--- src/rtl/imm_encoder.sv ---
// imm_encoder
//   Packs a 32-bit I- or S-type immediate into instruction bits [31:7]
//   (a 25-bit field), keeping the caller's rs1/rs2/funct3/rd bits. This is
//   the inverse of the zero-extending immediate generator. Results pass
//   through a small FIFO with valid/ready handshakes on both sides. Accepted
//   requests are counted as in-range or out-of-range.
//
// Ports
//   clk, rst              clock, asynchronous active-high reset
//   in_valid/in_ready     request handshake
//   in_imm                immediate to encode
//   in_src                0 = I-type, 1 = S-type
//   in_base               instruction bits [31:7]; immediate positions ignored
//   out_valid/out_ready   result handshake
//   out_inm, out_err      head entry: packed field and out-of-range flag
//   cnt_ok, cnt_err       saturating counts of accepted requests
module imm_encoder #(
    parameter int DEPTH = 2,
    parameter int CNT_W = 16
) (
    input  logic             clk,
    input  logic             rst,
    input  logic             in_valid,
    output logic             in_ready,
    input  logic [31:0]      in_imm,
    input  logic             in_src,
    input  logic [24:0]      in_base,
    output logic             out_valid,
    input  logic             out_ready,
    output logic [24:0]      out_inm,
    output logic             out_err,
    output logic [CNT_W-1:0] cnt_ok,
    output logic [CNT_W-1:0] cnt_err
);
    localparam int AW = $clog2(DEPTH);

    typedef struct packed {
        logic [24:0] inm;
        logic        err;
    } entry_t;

    entry_t            mem_q [DEPTH];
    logic [AW:0]       wr_q, wr_d, rd_q, rd_d;
    logic [CNT_W-1:0]  cnt_ok_q, cnt_ok_d, cnt_err_q, cnt_err_d;

    logic        full, empty, push, pop;
    logic        pk_err;
    logic [11:0] pk_imm;
    logic [24:0] pk_inm;

    // The generator zero-extends, so any bit above 11 makes the value
    // unrepresentable; the immediate positions are then packed as zero.
    always_comb begin
        pk_err = |in_imm[31:12];
        pk_imm = pk_err ? 12'h000 : in_imm[11:0];
        if (!in_src)
            pk_inm = {pk_imm, in_base[12:0]};
        else
            pk_inm = {pk_imm[11:5], in_base[17:5], pk_imm[4:0]};
    end

    // Pointers carry an extra wrap bit so full and empty are distinguishable.
    assign empty = (wr_q == rd_q);
    assign full  = (wr_q[AW] != rd_q[AW]) && (wr_q[AW-1:0] == rd_q[AW-1:0]);

    assign in_ready  = !full;
    assign out_valid = !empty;
    assign push      = in_valid && !full;
    assign pop       = out_ready && !empty;

    // Output is forced to zero while empty so reset shows a clean field.
    assign out_inm = empty ? 25'h0 : mem_q[rd_q[AW-1:0]].inm;
    assign out_err = empty ? 1'b0  : mem_q[rd_q[AW-1:0]].err;
    assign cnt_ok  = cnt_ok_q;
    assign cnt_err = cnt_err_q;

    always_comb begin
        wr_d      = wr_q;
        rd_d      = rd_q;
        cnt_ok_d  = cnt_ok_q;
        cnt_err_d = cnt_err_q;
        if (push) begin
            wr_d = wr_q + (AW+1)'(1);
            if (pk_err) begin
                if (!(&cnt_err_q)) cnt_err_d = cnt_err_q + CNT_W'(1);
            end else begin
                if (!(&cnt_ok_q)) cnt_ok_d = cnt_ok_q + CNT_W'(1);
            end
        end
        if (pop) rd_d = rd_q + (AW+1)'(1);
    end

    always_ff @(posedge clk or posedge rst) begin
        if (rst) begin
            wr_q      <= '0;
            rd_q      <= '0;
            cnt_ok_q  <= '0;
            cnt_err_q <= '0;
        end else begin
            wr_q      <= wr_d;
            rd_q      <= rd_d;
            cnt_ok_q  <= cnt_ok_d;
            cnt_err_q <= cnt_err_d;
        end
    end

    // Storage needs no reset: entries are only visible between the pointers.
    always_ff @(posedge clk) begin
        if (push) mem_q[wr_q[AW-1:0]] <= '{inm: pk_inm, err: pk_err};
    end
endmodule

--- config.mk ---
export PLATFORM = sky130hd
export DESIGN_NAME = imm_encoder
export DESIGN_NICKNAME = d
export VERILOG_FILES = /design/src/rtl/imm_encoder.sv
export SDC_FILE = /design/constraint.sdc
export NUM_CORES = 1
export LEC_CHECK = 0
export ABC_AREA = 1
export CORE_UTILIZATION = 52
export CTS_CLUSTER_DIAMETER = 100
export CTS_CLUSTER_SIZE = 24
export DETAILED_ROUTE_END_ITERATION = 6
export PLACE_DENSITY = 0.86
export REMOVE_ABC_BUFFERS = 1
export SKIP_CTS_REPAIR_TIMING = 1
export SKIP_LAST_GASP = 1
export SLEW_MARGIN = 20
export SYNTH_ARGS = -nofsm -noshare
export SYNTH_HDL_FRONTEND = slang
export SYNTH_SLANG_ARGS = --single-unit
--- constraint.sdc ---
create_clock -name clk -period 5.98 [get_ports clk]
set_input_delay 1.196 -clock clk [delete_from_list [all_inputs] [get_ports clk]]
set_output_delay 1.196 -clock clk [all_outputs]
set_load 0.01 [all_outputs]
==> results.yml <==
final_layout:
  num-fill-cells: 637
  drive_gt1_share_pct: 7.50
  nNetsFinal: 699
  area_growth_syn_to_layout_pct: 31.6
  antenna_cells: 0
timing:
  fmax_ghz: 0.270
  post-route-min-period_ns: 3.71
  worstMarginPinSlew_ns: 0.500
  slew_headroom_pct: 66.7
  worst_slack_ns: 2.27
  setup-tns-final_ns: 0
  setup_violations: 0
  clock_skew_ns: 0.0160
  grt_setup_unrepaired: "false"
  period_share_pct: 62.0
  slew_violations: 0
  hold_viol: 0
critical_path:
  reg2reg_from: "rd_q[0]"
  cp_slowest_stage_delay_ns: 0.50
  crit_top_cell: "inv_2"
  worstPathCellList: "inv_2 -> nand2_1 -> nand2_2 -> nand3_1 -> inv_2 -> a21oi_1 -> clkdlybuf4s50_1"
  worst-path-max-fanout: 28
  rr_endpoint: "mem_q[1][19]"
  slowest_stage: "clkdlybuf4s50_1"
  cp_top_family: "buffers and inverters"
  worst-path-buf-inv: 3
  worst_ep_required_time_ns: 4.78
  reg2reg_slack_ns: 3.87
  ff2ff_path_depth: 7
  crit_arrival_ns: 2.51
  crit_type: "reg2out"
  endpoint_kind: "output port"
  startpoint_type: "flip-flop"
min_path:
  timing.hold.worst_path_depth: 1
  hold_path_end: "wr_q[1]"
  min_from: "wr_q[1]"
  min_path_type: "reg2reg"
die:
  die_y_um: 94.8
  die_x_um: 94.8
  rows: 33
  die-area_um2: 8980
  ios: 122
  coreArea_um2: 8260
  start_util_pct: 54.2
logic_synthesis:
  yosysWarnings: 0
  yosysUniqueCellTypes: 32
  synth-seq-cells: 88
  syn_area_um2: 4480
  avgSynthCellArea_um2: 8.61
  ys_seq_area_share_pct: 55.0
  synth_cells: 520
power_and_ir_drop:
  p_leak_nw: 2.48
  p_switching_mw: 0.805
  combPwrFrac_pct: 42.4
  clock_power_share_pct: 18.8
  power_mw: 2.17
  internal_power_mw: 1.37
  powerDensity_nw_per_um2: 369
  swShare_pct: 37.1
  power_frac_seq_pct: 38.8
  ir_drop_mv: 0.219
placed_design:
  place.gp.congestion: 0.883
  dp_slack_ns: 2.65
  hpwl_um: 7300
  portBuffers: 114
cts:
  clk_path_buf_depth: 2
  numCtsBuffers: 9
  clk_latency_ns: 0.37
  cts_tree: "done"
  cts_sinks: 88
  cts_root_buf: "clkbuf_8"
  path_clk_slew_ns: 0.10
  cts-htree-levels: 3
global_route:
  grt_max_degree: 37
  grt_use_total_pct: 24.1
  overflow: 0
  antenna_found_initial: 0
  grt_pass1_wl_um: 16500
  grt_pass1_vias: 3673
routing:
  totalWireLength_um: 10300
  drt.antenna.violating_nets: 0
  vias: 3903
  drc: 0
  post_drt_via_cell_ratio: 5.24
  drtPass1Iterations: 5
  wl_per_cell_um: 13.8
  drtIter0Drc: 141
run_status:
  outcome: "complete, no violations"
flow_run:
  max_cap_violations: 0
layout make-up:
cell class	instances	area [µm²]	area share, %
clock buffers	9	124	2.10
inverters	38	143	2.42
repair buffers	118	1170	19.9
multi-input cells	380	1780	30.3
clock inverters	7	73.8	1.25
well taps	105	131	2.23
flip-flops and latches	88	2460	41.8
flip-flops by register name, summed over array words and instances, names as in the netlist:
name,count
rd_q,2
wr_q,2
cnt_err,16
mem_q,52
cnt_ok,16
worst max-delay path by stage:
stage	end	start	slack [ns]	cells past startpoint
2_1_floorplan	mem_q[1][0]	rd_q[0]	2.96	6
3_3_place_gp	out_inm[1]	rd_q[0]	2.66	7
3_5_place_dp	out_inm[21]	rd_q[0]	2.65	7
4_1_cts	out_inm[21]	rd_q[0]	2.25	7
5_1_grt	out_inm[0]	rd_q[0]	2.13	7
6_report	out_err	rd_q[0]	2.27	7
layout by cell type (no fill, tap or decap), types with 9 or more instances in the layout:
master           instances
xor2_1                   9
clkbuf_8                 9
a21oi_1                 27
nand2_1                207
dfrtp_1                 36
nor2_1                  57
inv_1                   30
nand3_1                 32
clkdlybuf4s50_1        114
xnor2_1                 10
edfxtp_1                52
Yosys cell counts:
cell type	instances	share of area, %
a21oi_1	27	3.0
and2_1	1	0.14
buf_2	4	0.45
buf_4	2	0.34
buf_6	2	0.50
buf_8	1	0.34
clkbuf_1	5	0.42
clkinv_1	2	0.17
dfrtp_1	36	20
edfxtp_1	52	35
ha_1	2	0.56
inv_1	30	2.5
inv_2	6	0.50
nand2_1	207	17
nand2_2	2	0.28
nand2_4	3	0.75
nand2_8	1	0.45
nand3_1	32	3.6
nand3_2	1	0.22
nand3_4	1	0.39
nand3b_2	1	0.25
nand4_1	7	0.98
nor2_1	59	4.9
nor2_2	6	0.84
nor2_4	2	0.50
nor2_8	2	0.89
nor3_1	1	0.11
o21ai_0	2	0.22
o21ai_1	3	0.34
o21ai_2	1	0.20
xnor2_1	10	2.0
xor2_1	9	1.8
per-layer routing:
layer	global-route usage, %	wire [µm]	share of wire [%]	vias to the layer above
li1	-	-	-	1900
met1	28.3	4110	40	1860
met2	44.0	5340	52	124
met3	4.03	645	6.3	19
met4	8.71	183	1.8	0
met5	0	0	0	-
power groups by stage:
| stage | clock (mW) | combinational, mW | sequential, mW |
|---|---|---|---|
| after global routing | 0.438 | 1.00 | 0.856 |
| final | 0.408 | 0.920 | 0.843 |
| after detailed placement | 0 | 0.925 | 0.856 |
| after global placement | 0 | 0.905 | 0.849 |
| after CTS | 0.413 | 0.930 | 0.844 |
| after floorplan | 0 | 0.432 | 0.870 |
metrics by stage:
step                      hold slack (ns)  instance area, µm²  instances  util (%)
final                               0.510                5890        745      71.3
after global routing                0.533                5890        745      71.3
after CTS                           0.509                5890        745      71.3
after detailed placement            0.493                5690        729      68.9
after floorplan                     0.463                4380        506         -
after global placement              0.477                5690        729      68.9
cells by family (layout without fill, tap and decap cells):
logic type,Yosys count,after routing,synth area share (%)
fa+ha+maj,2,2,0.559
compound gates,33,33,3.77
simple gates,326,326,31.7
flops,88,88,55.0
xor+xnor,19,19,3.72
buf+inv,52,172,5.23
(Power assumes the default switching activity.)
